File: config.mk
export PLATFORM = sky130hd
export DESIGN_NAME = gates_pipe_flat
export DESIGN_NICKNAME = d
export VERILOG_FILES = /design/src/rtl/gates_pipe_if.sv /design/src/rtl/gates_pipe.sv /design/src/flat_wrapper.sv
export SDC_FILE = /design/constraint.sdc
export NUM_CORES = 1
export LEC_CHECK = 0
export BUFFER_PORTS_ARGS = -buffer_cell sky130_fd_sc_hd__buf_2
export CORE_MARGIN = 8
export CORE_UTILIZATION = 55
export CTS_BUF_LIST = sky130_fd_sc_hd__clkbuf_8
export DETAILED_ROUTE_END_ITERATION = 8
export MAX_ROUTING_LAYER = met4
export PLACE_DENSITY = 0.77
export SETUP_SLACK_MARGIN = 0.1
export SYNTH_ARGS = -nofsm -noshare
export SYNTH_HDL_FRONTEND = slang
export SYNTH_SLANG_ARGS = --single-unit
File: constraint.sdc
create_clock -name clk -period 11.45 [get_ports clk]
set_input_delay 3.435 -clock clk [delete_from_list [all_inputs] [get_ports clk]]
set_output_delay 3.435 -clock clk [all_outputs]
set_load 0.05 [all_outputs]
File: src/rtl/gates_pipe_if.sv
// Operand and result handshake bundle for gates_pipe.
// The master side drives operands and consumes results. The slave side is the block itself.
interface gates_pipe_if #(
    parameter int unsigned WIDTH = 8
);
    logic             in_valid;
    logic             in_ready;
    logic [WIDTH-1:0] in_a;
    logic [WIDTH-1:0] in_b;
    logic [2:0]       in_op;
    logic             in_acc;
    logic             in_clr;
    logic             out_valid;
    logic             out_ready;
    logic [WIDTH-1:0] out_data;
    logic             out_parity;
    logic             out_zero;

    modport master (
        output in_valid, in_a, in_b, in_op, in_acc, in_clr, out_ready,
        input  in_ready, out_valid, out_data, out_parity, out_zero
    );

    modport slave (
        input  in_valid, in_a, in_b, in_op, in_acc, in_clr, out_ready,
        output in_ready, out_valid, out_data, out_parity, out_zero
    );
endinterface

File: src/rtl/gates_pipe.sv
// Pipelined bitwise logic unit with an optional accumulator.
// Results are queued in a DEPTH-entry output FIFO that has valid/ready handshakes on both sides.
module gates_pipe #(
    parameter int unsigned WIDTH = 8,
    parameter int unsigned DEPTH = 4
) (
    input  logic                     clk,
    input  logic                     rst_n,
    gates_pipe_if.slave              bus,
    output logic [WIDTH-1:0]         acc_q,
    output logic [$clog2(DEPTH):0]   level
);
    localparam int unsigned AW = $clog2(DEPTH);
    localparam int unsigned LW = AW + 1;
    localparam int unsigned EW = WIDTH + 2;

    // Each FIFO entry is packed as {result, parity, zero}.
    logic [DEPTH-1:0][EW-1:0] mem_q, mem_d;
    logic [AW-1:0]            wr_ptr_q, wr_ptr_d;
    logic [AW-1:0]            rd_ptr_q, rd_ptr_d;
    logic [LW-1:0]            level_q, level_d;
    logic [WIDTH-1:0]         acc_d;

    logic [WIDTH-1:0] operand_x;
    logic [WIDTH-1:0] result;
    logic             push;
    logic             pop;
    logic [EW-1:0]    head;

    assign bus.in_ready   = (level_q != LW'(DEPTH));
    assign bus.out_valid  = (level_q != '0);
    assign head           = mem_q[rd_ptr_q];
    assign bus.out_data   = head[EW-1:2];
    assign bus.out_parity = head[1];
    assign bus.out_zero   = head[0];
    assign level          = level_q;

    always_comb begin
        operand_x = bus.in_b;
        if (bus.in_acc) begin
            operand_x = bus.in_clr ? '0 : acc_q;
        end

        result = '0;
        case (bus.in_op)
            3'd0:    result = bus.in_a & operand_x;
            3'd1:    result = bus.in_a | operand_x;
            3'd2:    result = bus.in_a ^ operand_x;
            3'd3:    result = ~(bus.in_a & operand_x);
            3'd4:    result = ~(bus.in_a | operand_x);
            3'd5:    result = ~(bus.in_a ^ operand_x);
            3'd6:    result = ~bus.in_a;
            default: result = bus.in_a;
        endcase
    end

    always_comb begin
        push     = bus.in_valid & bus.in_ready;
        pop      = bus.out_valid & bus.out_ready;
        mem_d    = mem_q;
        wr_ptr_d = wr_ptr_q;
        rd_ptr_d = rd_ptr_q;
        level_d  = level_q;
        acc_d    = acc_q;

        if (push) begin
            mem_d[wr_ptr_q] = {result, ^result, (result == '0)};
            wr_ptr_d        = wr_ptr_q + AW'(1);
            if (bus.in_acc) begin
                acc_d = result;
            end
        end
        if (pop) begin
            rd_ptr_d = rd_ptr_q + AW'(1);
        end

        if (push && !pop) begin
            level_d = level_q + LW'(1);
        end else if (pop && !push) begin
            level_d = level_q - LW'(1);
        end
    end

    always_ff @(posedge clk) begin
        if (!rst_n) begin
            mem_q    <= '0;
            wr_ptr_q <= '0;
            rd_ptr_q <= '0;
            level_q  <= '0;
            acc_q    <= '0;
        end else begin
            mem_q    <= mem_d;
            wr_ptr_q <= wr_ptr_d;
            rd_ptr_q <= rd_ptr_d;
            level_q  <= level_d;
            acc_q    <= acc_d;
        end
    end
endmodule

File: src/flat_wrapper.sv
// flat-port wrapper written by rule: the top's interface ports become plain ports
module gates_pipe_flat 
#(
    parameter int unsigned WIDTH = 8,
    parameter int unsigned DEPTH = 4
)
  (clk, rst_n, acc_q, level, bus_in_valid, bus_in_a, bus_in_b, bus_in_op, bus_in_acc, bus_in_clr, bus_out_ready, bus_in_ready, bus_out_valid, bus_out_data, bus_out_parity, bus_out_zero);
  gates_pipe_if #(.WIDTH(WIDTH)) bus_i ();
  input  logic clk;
  input  logic rst_n;
  output logic [WIDTH-1:0] acc_q;
  output logic [$clog2(DEPTH):0] level;
  input wire logic [$bits(bus_i.in_valid)-1:0] bus_in_valid;
  input wire logic [$bits(bus_i.in_a)-1:0] bus_in_a;
  input wire logic [$bits(bus_i.in_b)-1:0] bus_in_b;
  input wire logic [$bits(bus_i.in_op)-1:0] bus_in_op;
  input wire logic [$bits(bus_i.in_acc)-1:0] bus_in_acc;
  input wire logic [$bits(bus_i.in_clr)-1:0] bus_in_clr;
  input wire logic [$bits(bus_i.out_ready)-1:0] bus_out_ready;
  output wire logic [$bits(bus_i.in_ready)-1:0] bus_in_ready;
  output wire logic [$bits(bus_i.out_valid)-1:0] bus_out_valid;
  output wire logic [$bits(bus_i.out_data)-1:0] bus_out_data;
  output wire logic [$bits(bus_i.out_parity)-1:0] bus_out_parity;
  output wire logic [$bits(bus_i.out_zero)-1:0] bus_out_zero;
  assign bus_i.in_valid = bus_in_valid;
  assign bus_i.in_a = bus_in_a;
  assign bus_i.in_b = bus_in_b;
  assign bus_i.in_op = bus_in_op;
  assign bus_i.in_acc = bus_in_acc;
  assign bus_i.in_clr = bus_in_clr;
  assign bus_i.out_ready = bus_out_ready;
  assign bus_in_ready = bus_i.in_ready;
  assign bus_out_valid = bus_i.out_valid;
  assign bus_out_data = bus_i.out_data;
  assign bus_out_parity = bus_i.out_parity;
  assign bus_out_zero = bus_i.out_zero;
  gates_pipe #(.WIDTH(WIDTH), .DEPTH(DEPTH)) u_core (.clk(clk), .rst_n(rst_n), .bus(bus_i), .acc_q(acc_q), .level(level));
endmodule
==> results of run 1 <==
worst max path at each step:
stage,endpoint,slack [ps],cells past startpoint,from
2_1_floorplan,u_core.mem_q[21],5350,14,bus_in_acc
3_3_place_gp,u_core.mem_q[21],5100,14,bus_in_acc
3_5_place_dp,u_core.mem_q[11],5020,14,bus_in_acc
4_1_cts,u_core.mem_q[11],5340,14,bus_in_acc
5_1_grt,u_core.mem_q[11],5090,14,bus_in_acc
6_report,u_core.mem_q[11],5310,14,bus_in_acc
logic make-up after synthesis:
family / count (synthesis) / share of synthesized area [%]
adder cells (fa/ha/maj): 26 / 9.281
flip-flops: 55 / 30.70
multiplexers: 21 / 9.909
buffers and inverters: 59 / 7.327
AND/OR/NAND/NOR: 135 / 20.20
XOR/XNOR: 8 / 1.954
AO/OA/AOI/OAI: 93 / 20.62
final cells by class:
class | instances | area (µm²)
multi-input combinational | 283 | 2222
timing repair buffer | 48 | 242.7
fill | 566 | 2476
tap | 77 | 96.34
sequential | 55 | 1101
inverter | 25 | 93.84
clock buffer | 5 | 68.82
clock inverter | 3 | 12.51
cell usage in the layout (no fill, tap or decap), drive strengths merged, types with 5 or more instances in the layout:
cell     n
dfxtp   55
buf     48
nand3   35
nand2   30
inv     27
ha      25
and3    24
a32o    20
o31ai   16
nor2    15
o21ai   14
mux4    11
a21o     8
mux2i    7
xnor2    7
nand2b   6
a21boi   6
nor2b    5
a21oi    5
nor3b    5
clkbuf   5
worst max-delay path: cells and delay by family:
kind,cells,cell delay (ps)
AOI/OAI and AO/OA,5,1020
adders and majority gates,2,550
xor gates and xnor gates,2,470
buffers and inverters,3,460
and+or+nand+nor,2,410
metal layers:
metal / GRT usage, % / wire length, µm / vias to the layer above
met3: 3.129 / 412 / 13
met5: - / 0 / -
met2: 28.91 / 4144 / 88
li1: - / - / 1503
met4: 4.734 / 99 / 0
met1: 22.96 / 3957 / 1452
state kept, by name, summed over array words and instances (netlist names):
register,cells
u_core.level,3
u_core.wr_ptr_q,2
u_core.acc_q,8
u_core.mem_q,40
u_core.rd_ptr_q,2
power by group through the flow:
| stage | Combinational, mW | Clock [mW] | Sequential [mW] |
|---|---|---|---|
| 2_1_floorplan | 0.206 | 0 | 0.260 |
| 3_3_place_gp | 0.265 | 0 | 0.249 |
| 3_5_place_dp | 0.273 | 0 | 0.249 |
| 4_1_cts | 0.274 | 0.104 | 0.245 |
| 5_1_grt | 0.296 | 0.111 | 0.250 |
| 6_report | 0.274 | 0.102 | 0.245 |
stage by stage:
| stage | std cells | utilization [%] | power [mW] | hold WS, ps |
|---|---|---|---|---|
| 4_1_cts | 496 | 60.78 | 0.6229 | 472.2 |
| 2_1_floorplan | 397 | - | 0.4658 | 438.3 |
| 6_report | 496 | 60.78 | 0.6207 | 470.6 |
| 3_5_place_dp | 488 | 59.49 | 0.5226 | 458.1 |
| 3_3_place_gp | 488 | 59.49 | 0.5132 | 449.2 |
| 5_1_grt | 496 | 60.78 | 0.6559 | 487.1 |
==> run metrics, run 1 <==
status complete, no violations; largest net degree at the start of global routing 84; power density cells 161.8 nW/µm²; Die X 96.75 µm; Crit path required time 11660 ps; CP max FO 11; library cells used by synthesis 52; Ant. Diodes 0; internal power component 0.3550 mW; Worst EP arrival 6340 ps; Hold Buf Count CTS 0; Overall Global Routing Usage 18.08%; RSZ-0062 raised after global routing no; Crit Path Class input port to flip-flop; asr flop ratio synth 0%; first-pass GRT wire length 14170 µm; Sequential Power Share 39.4%; Clock Latency Late Sink 300 ps; GP Congestion 0.8229; mapped cell area 3586 µm²; clk_skew 5.658 ps; max_slew headroom 45.84%; highest clock rate 0.1630 GHz; chip height 96.75 µm; Synth area leader dfxtp_1; clk slew on worst S/H paths 90 ps; Synth area leaders dfxtp_1 (31%), ha_1 (8.7%), mux4_2 (6.9%), a32o_1 (5.6%), nand3_1 (4.9%); Worst Hold Depth 2; H-tree Lvls 2; routed wire length per instance 17.37 µm; CTS Buf Count 5; hold_sp u_core.mem_q[10]; Critical Path Max Stage Delay 440 ps; HPWL Detailed 6340 µm; Detailed Routing Iterations Pass 1 4; DR vias 3056; nets 469; R2R cell count 14; Min-Delay Endpoint u_core.mem_q[10]; Post-DRT Antenna Nets 0; Vias/cell 6.161; Die ar. 9360 µm²; worst r2r dst u_core.mem_q[11]; DRC errors left 0; Post-synth EDFFs 0; most frequent cell after synthesis dfxtp_1; Lkg Pwr 1.717 nW; total gr overflow 0; CTS tree done; initial drt markers 192; most frequent cells after synthesis dfxtp_1 (55), nand3_1 (35), nand2_1 (30); I/O Buffers 47; Max VDD drop 0.09393 mV; syn nets 448; Seq/Total Area, Yosys 30.70%; setup bufs post-CTS 0; DP Area 3756 µm²; ys flop type dfxtp_1; critical-path cell list buf_2, inv_1, a21o_1, inv_1, ha_1, nor4b_1, a311oi_1, a21oi_1, o21bai_1, ha_1, xnor2_1, xnor2_1, nand2_1, o211a_1; Comb pwr share 44.1%; Sw Share 42.80%; final non-filler cell area 3837 µm²; initial antenna violation count 0; fraction of layout cells with a size suffix above 1 18.62%; Site Rows 29; Hold WC Path Type flip-flop to flip-flop; share of the synthesized area in the top cell type 30.70%; Worst-Margin Slew 811.3 ps; synthesized flop and latch total 55; max_cap viols 0; FF-to-FF Start u_core.acc_q[4]; setup ws final 5313 ps; Final Hold Viols 0; max-slew violations 0; FF-to-FF setup slack 8420 ps; clk buf depth 2; CORE AREA 6314 µm²; crit path launch type input port; Yosys warnings 0; starting density of the core 56.80%; final period utilization 53.59%; # setup viols final 0; WL final 8614 µm; vias in the first global route 2951; CTS root buffer clkbuf_8; synthesized area per cell 9.033 µm²; Worst Setup End Kind flip-flop; Switch Pwr 0.2657 mW; Mapped Cells 397; TritonCTS Sinks 55; Clk pwr share 16.5%; slowest CP cell a21oi_1; num ports 48; area delta synth->final 7.013%; Setup Total Neg Slack 0 ps; post-CTS resize count 0; minimum clock period 6137 ps; dpl ws 5023 ps
No activity file was read; power rests on OpenSTA's default activity.
==> inputs of run 2 (changes only) <==
--- a/config.mk
+++ b/config.mk
@@ -5,6 +5,7 @@
 export SDC_FILE = /design/constraint.sdc
 export NUM_CORES = 1
 export LEC_CHECK = 0
+export ABC_AREA = 1
 export BUFFER_PORTS_ARGS = -buffer_cell sky130_fd_sc_hd__buf_2
 export CORE_MARGIN = 8
 export CORE_UTILIZATION = 55
==> constraint.sdc (replaced) <==
create_clock -name clk -period 6.1 [get_ports clk]
set_input_delay 1.83 -clock clk [delete_from_list [all_inputs] [get_ports clk]]
set_output_delay 1.83 -clock clk [all_outputs]
set_load 0.05 [all_outputs]
==> run 2 against run 1 <==
Against the previous run:
- cell area down 2.9%
- area after synthesis down 5.0%
- largest power group unchanged
- power up 110%
- highest routed layer unchanged
==> run metrics, run 2 <==
status complete, no violations; Synth area leader dfxtp_1; clk buf depth 2; Crit Path Class flip-flop to output pin; chip height 94.72 µm; Detailed Routing Iterations Pass 1 5; Worst Hold Depth 2; clk slew on worst S/H paths 100 ps; Clock Latency Late Sink 310 ps; Lkg Pwr 1.821 nW; Post-synth EDFFs 0; Mapped Cells 504; initial drt markers 154; setup bufs post-CTS 0; most frequent cells after synthesis nor2_1 (115), o21ai_0 (72), dfxtp_1 (55); H-tree Lvls 2; post-route insts no fill 612; Hold WC Path Type flip-flop to flip-flop; max_slew headroom 47.45%; Top reg by flops u_core.mem_q; GP Congestion 0.8507; CTS tree done; # setup viols final 0; first-pass GRT wire length 14960 µm; dpl ws 1726 ps; ys flop type dfxtp_1; share of the synthesized area in the top cell type 32.31%; DRC errors left 0; CTS root buffer clkbuf_8; initial antenna violation count 0; synthesized area per cell 6.762 µm²; Worst-Margin Slew 788.3 ps; Hold Buf Count CTS 0; DR vias 3433; Seq/Total Area, Yosys 32.31%; syn nets 555; Max VDD drop 0.2946 mV; Crit path required time 4270 ps; placed cells 604; synthesized flop and latch total 55; post-CTS resize count 0; max-slew violations 0; Worst EP arrival 2400 ps; largest net degree at the start of global routing 56; highest clock rate 0.2364 GHz; mapped cell area 3408 µm²; Post-DRT Antenna Nets 0; total gr overflow 0; most frequent cells in the layout nor2_1 (115), o21ai_0 (72), dfxtp_1 (55), inv_1 (51), buf_2 (47); Ant. Diodes 0; final period utilization 69.33%; crit path launch type flip-flop; nets 587; DP Area 3641 µm²; asr flop ratio synth 0%; area delta synth->final 9.324%; Overall Global Routing Usage 21.00%; vias in the first global route 3142; power density cells 348.3 nW/µm²; CP max FO 23; Yosys warnings 0; setup ws final 1871 ps; Worst Setup End Kind output pin; Die X 94.72 µm; Setup Total Neg Slack 0 ps; Final Hold Viols 0; I/O Buffers 47; HPWL Detailed 6320 µm; commonest non-fill, non-tap cell in the layout nor2_1; R2R cell count 13; clk_skew 17.23 ps; Vias/cell 5.609; num ports 48; starting density of the core 57.23%; Final Hold Slack 528.3 ps; number of fill cells in the layout 583; CORE AREA 5956 µm²; TritonCTS Sinks 55; fraction of layout cells with a size suffix above 1 15.08%; WL final 8960 µm; library cells used by synthesis 24; Site Rows 28; Synth area leaders dfxtp_1 (32%), nor2_1 (13%), o21ai_0 (11%), ha_1 (9.2%), inv_1 (5.5%); max reg flops 40; most frequent cell after synthesis nor2_1; RSZ-0062 raised after global routing no; max_cap viols 0; Pwr Total 1.298 mW; routed wire length per instance 14.64 µm; Die ar. 8972 µm²; final non-filler cell area 3726 µm²; Layout Utilization 62.56%; CTS Buf Count 5; minimum clock period 4229 ps
## run 2: cell types whose count changed after synthesis, moves of 14 or more
cell	before	now
o21ai_0	14	72
a21oi_1	5	23
and3_1	21	0
nand3_1	35	21
nand4_1	0	17
nand2_1	30	44
nor2_1	15	115
o31ai_1	16	0
inv_1	23	50
a32o_1	20	0
## run 2: cell families (layout without fill, tap and decap cells)
family                     count (synthesis)  in the layout  share of synthesized area [%]
DFF                                       55             55                          32.31
buffers and inverters                     82            115                          9.544
and+or+nand+nor                          222            222                          29.77
AOI/OAI and AO/OA                        116            116                          17.84
adders and majority gates                 26             26                          9.765
xor gates and xnor gates                   3              3                         0.7711
## run 2: worst paths after layout
kind | end | start | slack [ps]
hold reg to reg | u_core.mem_q[19] | u_core.mem_q[19] | 530
hold / removal | u_core.mem_q[19] | u_core.mem_q[19] | 530
setup / recovery | bus_out_parity | u_core.rd_ptr_q[0] | 1870
setup reg to reg | u_core.mem_q[31] | u_core.acc_q[7] | 3610
## run 2: routing by layer
metal	vias up	share of wire (%)	track usage, %
li1	1727	-	-
met1	1585	45	26.50
met2	113	48	33.72
met3	8	6.5	3.571
met4	0	0.99	5.722
met5	-	0	-
## run 2: critical path, cell delays in order, from the launching register on
cell     delay [ps]
dfxtp_1         810
inv_1           540
a21oi_1         240
o21ai_0         100
o21ai_1         120
buf_2           280
## run 2: power breakdown
group | leakage, nW | total (mW) | internal, mW | switching, mW
sequential | 0.450 | 0.469 | 0.418 | 0.0507
combinational | 1.33 | 0.633 | 0.168 | 0.465
clock | 0.0453 | 0.197 | 0.0790 | 0.118
## run 2: layout make-up
class / count / area (µm²) / share of cell area (%)
repair buffers: 48 / 242.7 / 6.514
clock inverters: 3 / 16.27 / 0.4365
clock buffers: 5 / 68.82 / 1.847
multi-input cells: 367 / 1982 / 53.19
inverters: 59 / 221.5 / 5.944
well taps: 75 / 93.84 / 2.518
flip-flops and latches: 55 / 1101 / 29.55
